[config.mk]
export PLATFORM = sky130hd
export DESIGN_NAME = seq_pattern_tx_flat
export DESIGN_NICKNAME = d
export VERILOG_FILES = /design/src/rtl/seq_pattern_tx_if.sv /design/src/rtl/seq_pattern_tx.sv /design/src/flat_wrapper.sv
export SDC_FILE = /design/constraint.sdc
export NUM_CORES = 1
export LEC_CHECK = 0
export BUFFER_PORTS_ARGS = -buffer_cell sky130_fd_sc_hd__clkbuf_2
export CELL_PAD_IN_SITES_DETAIL_PLACEMENT = 0
export CELL_PAD_IN_SITES_GLOBAL_PLACEMENT = 1
export CORE_ASPECT_RATIO = 1.4
export CORE_MARGIN = 2
export CORE_UTILIZATION = 45
export DETAILED_ROUTE_END_ITERATION = 8
export GPL_ROUTABILITY_DRIVEN = 0
export PLACE_DENSITY_LB_ADDON = 0.1
export SYNTH_ARGS = -nofsm -noshare
export SYNTH_HDL_FRONTEND = slang
export SYNTH_SLANG_ARGS = --single-unit
[constraint.sdc]
create_clock -name clk -period 3.9 [get_ports clk]
set_input_delay 0.39 -clock clk [delete_from_list [all_inputs] [get_ports clk]]
set_output_delay 0.39 -clock clk [all_outputs]
set_load 0.01 [all_outputs]
[src/rtl/seq_pattern_tx_if.sv]
// Handshake and serial-output bundle for seq_pattern_tx.
// master drives burst requests, slave is the transmitter.
interface seq_pattern_tx_if #(
    parameter int PAT_W = 5
);
    logic             start;
    logic             use_default;
    logic [PAT_W-1:0] pat_in;
    logic [3:0]       rep_cnt;
    logic             ser_out;
    logic             ser_vld;
    logic             frame_start;
    logic             busy;
    logic             done;

    modport master (
        output start, use_default, pat_in, rep_cnt,
        input  ser_out, ser_vld, frame_start, busy, done
    );

    modport slave (
        input  start, use_default, pat_in, rep_cnt,
        output ser_out, ser_vld, frame_start, busy, done
    );
endinterface

[src/rtl/seq_pattern_tx.sv]
// Repeating serial pattern transmitter, MSB first, with idle gaps.
// Define SEQ_TX_PARITY_EN to append an even-parity bit to every frame.
module seq_pattern_tx #(
    parameter int               PAT_W    = 5,
    parameter logic [PAT_W-1:0] PATTERN  = 5'b11101,
    parameter int               GAP_LEN  = 1,
    parameter logic             IDLE_BIT = 1'b0
) (
    input logic             clk,
    input logic             rst,
    seq_pattern_tx_if.slave bus
);

    localparam logic [3:0] BIT_LAST = 4'(PAT_W - 1);
    localparam logic [3:0] GAP_LAST = 4'(GAP_LEN - 1);

    typedef enum logic [2:0] {
        IDLE,
        SHIFT,
`ifdef SEQ_TX_PARITY_EN
        PAR,
`endif
        GAP,
        DONE
    } state_t;

    state_t           state_q;
    logic [PAT_W-1:0] pat_q;
    logic [PAT_W-1:0] sh_q;
    logic [3:0]       bit_q;
    logic [3:0]       rep_q;
    logic [3:0]       gap_q;
    logic             ser_out_q;
    logic             ser_vld_q;
    logic             frame_start_q;
    logic             busy_q;
    logic             done_q;

    logic [PAT_W-1:0] pat_sel_d;
    logic [PAT_W-1:0] src_d;
    logic [3:0]       rep_eff_d;
    logic             frame_end_d;
    logic             more_d;
    logic             load_d;

    // Pattern source selection and frame-boundary decisions.
    always_comb begin
        pat_sel_d = bus.use_default ? PATTERN : bus.pat_in;
        rep_eff_d = (bus.rep_cnt == 4'd0) ? 4'd1 : bus.rep_cnt;
        src_d     = (state_q == IDLE) ? pat_sel_d : pat_q;
        more_d    = rep_q > 4'd1;
`ifdef SEQ_TX_PARITY_EN
        frame_end_d = (state_q == PAR);
`else
        frame_end_d = (state_q == SHIFT) && (bit_q == 4'd0);
`endif
        load_d = ((state_q == IDLE) && bus.start)
              || ((state_q == GAP) && (gap_q == 4'd0))
              || (frame_end_d && more_d && (GAP_LEN == 0));
    end

    // Burst FSM with registered serial outputs.
    always_ff @(posedge clk) begin
        if (rst) begin
            state_q       <= IDLE;
            pat_q         <= '0;
            sh_q          <= '0;
            bit_q         <= 4'd0;
            rep_q         <= 4'd0;
            gap_q         <= 4'd0;
            ser_out_q     <= IDLE_BIT;
            ser_vld_q     <= 1'b0;
            frame_start_q <= 1'b0;
            busy_q        <= 1'b0;
            done_q        <= 1'b0;
        end else begin
            frame_start_q <= 1'b0;
            done_q        <= 1'b0;
            if ((state_q == IDLE) && bus.start) begin
                pat_q <= pat_sel_d;
                rep_q <= rep_eff_d;
            end else if (frame_end_d && (rep_q != 4'd0)) begin
                rep_q <= rep_q - 4'd1;
            end
            if (load_d) begin
                state_q       <= SHIFT;
                sh_q          <= src_d << 1;
                bit_q         <= BIT_LAST;
                ser_out_q     <= src_d[PAT_W-1];
                ser_vld_q     <= 1'b1;
                frame_start_q <= 1'b1;
                busy_q        <= 1'b1;
            end else if (frame_end_d) begin
                ser_vld_q <= 1'b0;
                ser_out_q <= IDLE_BIT;
                if (more_d) begin
                    state_q <= GAP;
                    gap_q   <= GAP_LAST;
                end else begin
                    state_q <= DONE;
                    busy_q  <= 1'b0;
                    done_q  <= 1'b1;
                end
            end else begin
                case (state_q)
                    SHIFT: begin
`ifdef SEQ_TX_PARITY_EN
                        if (bit_q == 4'd0) begin
                            state_q   <= PAR;
                            ser_out_q <= ^pat_q;
                        end else
`endif
                        begin
                            ser_out_q <= sh_q[PAT_W-1];
                            sh_q      <= sh_q << 1;
                            bit_q     <= bit_q - 4'd1;
                        end
                    end
                    GAP:     gap_q   <= gap_q - 4'd1;
                    DONE:    state_q <= IDLE;
                    default: ;
                endcase
            end
        end
    end

    assign bus.ser_out     = ser_out_q;
    assign bus.ser_vld     = ser_vld_q;
    assign bus.frame_start = frame_start_q;
    assign bus.busy        = busy_q;
    assign bus.done        = done_q;

endmodule

[src/flat_wrapper.sv]
// flat-port wrapper written by rule: the top's interface ports become plain ports
module seq_pattern_tx_flat 
#(
    parameter int               PAT_W    = 5,
    parameter logic [PAT_W-1:0] PATTERN  = 5'b11101,
    parameter int               GAP_LEN  = 1,
    parameter logic             IDLE_BIT = 1'b0
)
  (clk, rst, bus_start, bus_use_default, bus_pat_in, bus_rep_cnt, bus_ser_out, bus_ser_vld, bus_frame_start, bus_busy, bus_done);
  seq_pattern_tx_if #(.PAT_W(PAT_W)) bus_i ();
  input logic clk;
  input logic rst;
  input wire logic [$bits(bus_i.start)-1:0] bus_start;
  input wire logic [$bits(bus_i.use_default)-1:0] bus_use_default;
  input wire logic [$bits(bus_i.pat_in)-1:0] bus_pat_in;
  input wire logic [$bits(bus_i.rep_cnt)-1:0] bus_rep_cnt;
  output wire logic [$bits(bus_i.ser_out)-1:0] bus_ser_out;
  output wire logic [$bits(bus_i.ser_vld)-1:0] bus_ser_vld;
  output wire logic [$bits(bus_i.frame_start)-1:0] bus_frame_start;
  output wire logic [$bits(bus_i.busy)-1:0] bus_busy;
  output wire logic [$bits(bus_i.done)-1:0] bus_done;
  assign bus_i.start = bus_start;
  assign bus_i.use_default = bus_use_default;
  assign bus_i.pat_in = bus_pat_in;
  assign bus_i.rep_cnt = bus_rep_cnt;
  assign bus_ser_out = bus_i.ser_out;
  assign bus_ser_vld = bus_i.ser_vld;
  assign bus_frame_start = bus_i.frame_start;
  assign bus_busy = bus_i.busy;
  assign bus_done = bus_i.done;
  seq_pattern_tx #(.PAT_W(PAT_W), .PATTERN(PATTERN), .GAP_LEN(GAP_LEN), .IDLE_BIT(IDLE_BIT)) u_core (.clk(clk), .rst(rst), .bus(bus_i));
endmodule
# Yosys cells after proc, flatten, opt, wreduce, memory -nomap -nowiden
# Index checks and enable logic that the tools add are counted.
# word_totals
output_inout_bits	5
ff_bits	29
input_bits	13
elab_cells	76
# op_classes
magnitude_cmp	1
eq_ne	6
bitwise_logic	2
muxes	28
add_sub_neg	3
reduce_logical	23
# op_table
operator	n
$mux 5	5
$mux 4	6
$mux 3	5
$logic_not 4->1	3
$mux 1	12
$sub 4x1->4 const B	3
$reduce_bool 2->1	5
$eq 3x2->1 const B	2
$ne 2x2->1 const B	3
$reduce_and 2->1	3
$reduce_bool 3->1	2
$gt 4x1->1 const B	1
$logic_and 1x1->1	4
$reduce_bool 4->1	1
$eq 3x1->1 const B	1
$logic_not 3->1	1
$reduce_and 3->1	1
$reduce_or 3->1	1
$not 1->1	2
$reduce_or 2->1	1
$logic_or 1x1->1	1

# Logic depth before layout (Yosys ltp)
# logic_depth
ltp_word	5
depth_mapped	7
mapped_depth_nobuf	6

# Least setup slack after synthesis
# Ideal clock, no wire load.
# synth_path
path_type	register to register
from	register u_core.bit_q[0]
to	register u_core.rep_q[2]
setup_time_ps	92
n_path_buf	0
required_ps	3808
arrival_time_ps	1470
slack_ps	2338
path_stages_with_launch	7
path_cell_list	dfxtp_1 inv_1 ha_1 or3b_4 a211oi_4 a211oi_1 nor4_1
# synth_between
elab_chain_cells	4
# synth_rtl
item	line_no	source
start, declared	seq_pattern_tx.sv:30	logic [3:0] bit_q;
start signal, assigned	seq_pattern_tx.sv:116	bit_q <= bit_q - 4'd1;
$logic_not 4->1	seq_pattern_tx.sv:55	frame_end_d = (state_q == SHIFT) && (bit_q == 4'd0);
$logic_and 1x1->1	seq_pattern_tx.sv:55	
$logic_and 1x1->1	seq_pattern_tx.sv:82	end else if (frame_end_d && (rep_q != 4'd0)) begin
$reduce_bool 2->1 (no line)	n/a	
end signal, assigned	seq_pattern_tx.sv:81	rep_q <= rep_eff_d;
end signal, assigned	seq_pattern_tx.sv:83	rep_q <= rep_q - 4'd1;
end, declared	seq_pattern_tx.sv:31	logic [3:0] rep_q;
# Every way passes these cells.
# A chain may end at the register's enable or synchronous reset.

# Worst setup path after layout
# layout_path
from	register u_core.gap_q[0]
to	register u_core.ser_out_q, in the netlist u_core.bus.ser_out
# layout_between
elab_chain_cells	4
# layout_rtl
item	line_no	source
start, declared	seq_pattern_tx.sv:32	logic [3:0] gap_q;
start signal, assigned	seq_pattern_tx.sv:119	GAP: gap_q <= gap_q - 4'd1;
$logic_not 4->1 *	seq_pattern_tx.sv:58	|| ((state_q == GAP) && (gap_q == 4'd0))
$logic_and 1x1->1 *	seq_pattern_tx.sv:58	
$logic_or 1x1->1 *	seq_pattern_tx.sv:58	
$reduce_bool 3->1 (no line) / $mux 1 (equally long branches)	n/a	
end signal, assigned	seq_pattern_tx.sv:89	ser_out_q <= src_d[PAT_W-1];
end signal, assigned	seq_pattern_tx.sv:114	ser_out_q <= sh_q[PAT_W-1];
end, declared	seq_pattern_tx.sv:33	logic ser_out_q;
# Every way passes the cells marked *; elsewhere a longest branch is shown, timed or not.

==> flow_summary_export.csv <==
group,metric,value,unit
min_path,worst_hold_path_type,"input pin to register",
synth,yosys.area.top_type_share,40.9,%
global_route,grt_pass1_wl,4.89,mm
synth,yosysSeqAreaShare,40.9,%
sta,setup_total_negative_slack,0,ns
synth,postSynthAreaPerCell,8.30,µm²
worst_setup_path,timing.critical_path.to_type,"register",
synth,synth.net_count,183,
global_route,grt_remaining_overflow,0,
floorplanning,die-width,50.6,µm
worst_setup_path,setup.worst_path.start_class,"register",
worst_setup_path,critical-path-slowest-cell,"sky130_fd_sc_hd__a21oi_1",
sta,setup_slack,1.88,ns
sta,finalSetupViolations,0,
drt,route.detailed.drc,0,
drt,post_drt_via_cell_ratio,5.41,
placement,place_ws,1.85,ns
worst_setup_path,critical_path.endpoint,"u_core.bus.ser_out",
sta,slew_viols_final,0,
sta,maxClockFrequency,495,MHz
flow_run,max_cap_violations,0,
floorplanning,placementRows,23,
finish,final_nets,197,
worst_setup_path,path_delay_family,"compound AO/OA/AOI/OAI gates",
worst_setup_path,path_depth,6,
drt,first_drt_pass_iteration_count,4,
sta,rsz0062_at_grt,"false",
min_path,holdCritStartpoint,"bus_rep_cnt[1]",
worst_setup_path,critical_path.reg2reg.startpoint,"u_core.gap_q[0]",
cts,cts_made_buffers,3,
synth,yosys-top-cells-area,"sky130_fd_sc_hd__dfxtp_1 (41%), sky130_fd_sc_hd__a211oi_1 (7.1%), sky130_fd_sc_hd__nor2_1 (6.8%)",
cts,holdBufCountCts,0,
placement,io_buffers,17,
worst_setup_path,crit_arrival,2.22,ns
sta,report.final.hold_viol_count,0,
cts,htree_num_levels,1,
worst_setup_path,cp_data_required_time,4.10,ns
cts,cts_tree,"yes",
finish,fraction_of_final_layout_cells_sized_beyond_drive_strength_1,13.5,%
floorplanning,die_area,3510,µm²
drt,drtAntennaViolNets,0,
global_route,grt.total_usage,18.0,%
sta,worstMarginPinSlew,1.10,ns
cts,cts_repair_resize_count,0,
sta,timing.final.crit_share,51.8,%
global_route,grt_antenna_before_repair,0,
power,power.ir.vdd_worst,0.257,mV
worst_setup_path,worstSetupPathType,"register to register",
worst_setup_path,critical_path.max_stage_delay,0.85,ns
global_route,vias_in_the_first_global_route,1095,
worst_setup_path,timing.critical_path.from,"u_core.gap_q[0]",
floorplanning,core_region_area,2880,µm²
worst_setup_path,timing.reg2reg.worst_path_depth,6,
finish,area_growth_syn_to_layout,12.5,%
power,p_leak,0.592,nW
cts,path_clk_slew,0.10,ns
floorplanning,die-height,69.3,µm
worst_setup_path,ff2ff_setup_slack,1.88,ns
sta,maxSlewHeadroom,26.6,%
finish,antennaDiodeCount,0,
drt,totalWireLength,2.72,mm
cts,insertion_delay,0.28,ns
synth,synth-warning-count,0,
worst_setup_path,worst-path-max-fanout,16,
worst_setup_path,r2r_end,"u_core.bus.ser_out",
sta,final.setup_skew,0.00526,ns
floorplanning,initial_utilization,47.6,%
placement,detailedPlacementHpwl,2.01,mm
cts,cts_buffer_depth,2,
placement,dp.cells,211,
sta,hold_ws,0.336,ns
worst_setup_path,critPathBufInv,1,
power,power-per-cell-area,539,nW/µm²
cts,tritoncts_num_sinks,28,
sta,clock_period_minus_final_worst_setup_slack,2.02,ns
finish,core_util_final,53.6,%
worst_setup_path,cp_cell_sequence,"inv_1 > ha_1 > nand4bb_1 > a21oi_1 > a221oi_1 > a211oi_1",
synth,synth-seq-cells,28,
status,outcome,"completed",
synth,synthDistinctLibCells,39,
cts,clk_tree_root_cell,"sky130_fd_sc_hd__clkbuf_8",
drt,route.detailed.wl_per_inst,12.6,µm
synth,mappedNetlistArea,1370,µm²
synth,synth.largest_area_cell,"sky130_fd_sc_hd__dfxtp_1",
drt,detailed_route_iter0_violations,11,
cts,post-cts-setup-buffers,0,
synth,synthCells,165,
drt,num_vias,1163,
finish,final_cell_count_no_fill,215,
floorplanning,design.portCount,18,
global_route,grt_start_max_net_pins,26,
## flip-flops by register name, indices dropped and copies added, names as in the netlist
signal and cells:
u_core.bit_q 4, u_core.bus.busy 1, u_core.bus.done 1, u_core.bus.frame_start 1, u_core.bus.ser_out 1, u_core.bus.ser_vld 1, u_core.gap_q 4, u_core.pat_q 5
u_core.rep_q 4, u_core.sh_q 4, u_core.state_q 2
## cells by family after synthesis
group | after synthesis | share of synthesized area, %
AND/OR/NAND/NOR | 77 | 29.2
multiplexers | 1 | 0.731
buffers and inverters | 15 | 4.20
AO/OA/AOI/OAI | 36 | 18.4
XOR/XNOR | 3 | 1.92
flip-flops | 28 | 40.9
adder cells (fa/ha/maj) | 5 | 4.57
## area by class of cell
cell class	instances	area [µm²]
Fill cell	277	1340
Multi-Input combinational cell	122	752
Sequential cell	28	561
Timing Repair Buffer	17	85.1
Tap cell	37	46.3
Clock buffer	3	41.3
Clock inverter	1	30.0
Inverter	7	26.3
## routing by layer
metal	GRT usage (%)	up-vias	routed length [µm]
met5	0	-	0
met1	23.6	523	1270
met3	2.59	5	97
met2	29.2	23	1310
met4	7.21	0	45
li1	-	612	-
## cell usage in the layout (no fill, tap or decap), types with 2 or more instances in the layout
cell                        n
sky130_fd_sc_hd__nand3_1    6
sky130_fd_sc_hd__o21ai_0    5
sky130_fd_sc_hd__and3_1     4
sky130_fd_sc_hd__nor2b_1    4
sky130_fd_sc_hd__nor2_1    25
sky130_fd_sc_hd__dfxtp_1   28
sky130_fd_sc_hd__ha_1       5
sky130_fd_sc_hd__clkbuf_8   3
sky130_fd_sc_hd__nor3_1     7
sky130_fd_sc_hd__a211oi_1  13
sky130_fd_sc_hd__or3_1      3
sky130_fd_sc_hd__nand2_1   11
sky130_fd_sc_hd__nor3b_1    3
sky130_fd_sc_hd__a21oi_1    9
sky130_fd_sc_hd__inv_1      7
sky130_fd_sc_hd__clkbuf_2  17
sky130_fd_sc_hd__nand2b_1   4
sky130_fd_sc_hd__xnor2_1    2
## synth_stat cells
master,instances
sky130_fd_sc_hd__or3b_4,1
sky130_fd_sc_hd__a211oi_1,13
sky130_fd_sc_hd__nand4b_1,1
sky130_fd_sc_hd__inv_1,7
sky130_fd_sc_hd__a211oi_4,1
sky130_fd_sc_hd__xnor2_1,2
sky130_fd_sc_hd__nand3_1,6
sky130_fd_sc_hd__clkbuf_1,7
sky130_fd_sc_hd__o21ai_0,5
sky130_fd_sc_hd__o311ai_1,1
sky130_fd_sc_hd__xor2_1,1
sky130_fd_sc_hd__or3_1,3
sky130_fd_sc_hd__nor2_1,25
sky130_fd_sc_hd__nor4_1,1
sky130_fd_sc_hd__a211o_1,1
sky130_fd_sc_hd__and2_1,1
sky130_fd_sc_hd__nor2b_1,4
sky130_fd_sc_hd__and3_1,4
sky130_fd_sc_hd__o21ai_1,1
sky130_fd_sc_hd__o211ai_1,1
sky130_fd_sc_hd__nand3b_1,1
sky130_fd_sc_hd__o31ai_1,1
sky130_fd_sc_hd__nor3_1,7
sky130_fd_sc_hd__a211oi_2,1
sky130_fd_sc_hd__a21oi_1,9
sky130_fd_sc_hd__a221oi_1,1
sky130_fd_sc_hd__mux2i_1,1
sky130_fd_sc_hd__and4b_1,1
sky130_fd_sc_hd__nor3b_1,3
sky130_fd_sc_hd__or4_1,1
sky130_fd_sc_hd__nand2_1,11
sky130_fd_sc_hd__a31oi_1,1
sky130_fd_sc_hd__nand2b_1,4
sky130_fd_sc_hd__or3b_1,1
sky130_fd_sc_hd__buf_2,1
sky130_fd_sc_hd__or2_1,1
sky130_fd_sc_hd__nand4bb_1,1
sky130_fd_sc_hd__ha_1,5
sky130_fd_sc_hd__dfxtp_1,28
## worst min-delay path by stage
stage	endpoint	slack, ns	depth (start not counted)
after detailed placement	u_core.pat_q[1]	0.45	2
final	u_core.rep_q[1]	0.34	3
after global routing	u_core.rep_q[1]	0.34	3
after global placement	u_core.pat_q[1]	0.44	2
after CTS	u_core.rep_q[3]	0.33	3
after floorplan	u_core.pat_q[1]	0.43	2
## report_power, final
group          internal (mW)  switching, mW  total, mW
Combinational         0.0967          0.144      0.241
Sequential             0.328         0.0303      0.359
Clock                  0.138         0.0946      0.232
Total                  0.563          0.269      0.832
## stage by stage
stage	area, µm²	power [mW]
6_report	1540	0.832
5_1_grt	1540	0.892
4_1_cts	1540	0.840
3_5_place_dp	1470	0.609
3_3_place_gp	1470	0.602
2_1_floorplan	1370	0.551
## worst reg2reg max path, delay by kind of cell (launching register included)
| kind | cells | cell delay, ns |
|---|---|---|
| AND/OR/NAND/NOR | 1 | 0.11 |
| AO/OA/AOI/OAI | 3 | 1.22 |
| flip-flops | 1 | 0.34 |
| buffers and inverters | 1 | 0.06 |
| adder cells (fa/ha/maj) | 1 | 0.19 |
Note: power is estimated with default switching activity, not from simulation.
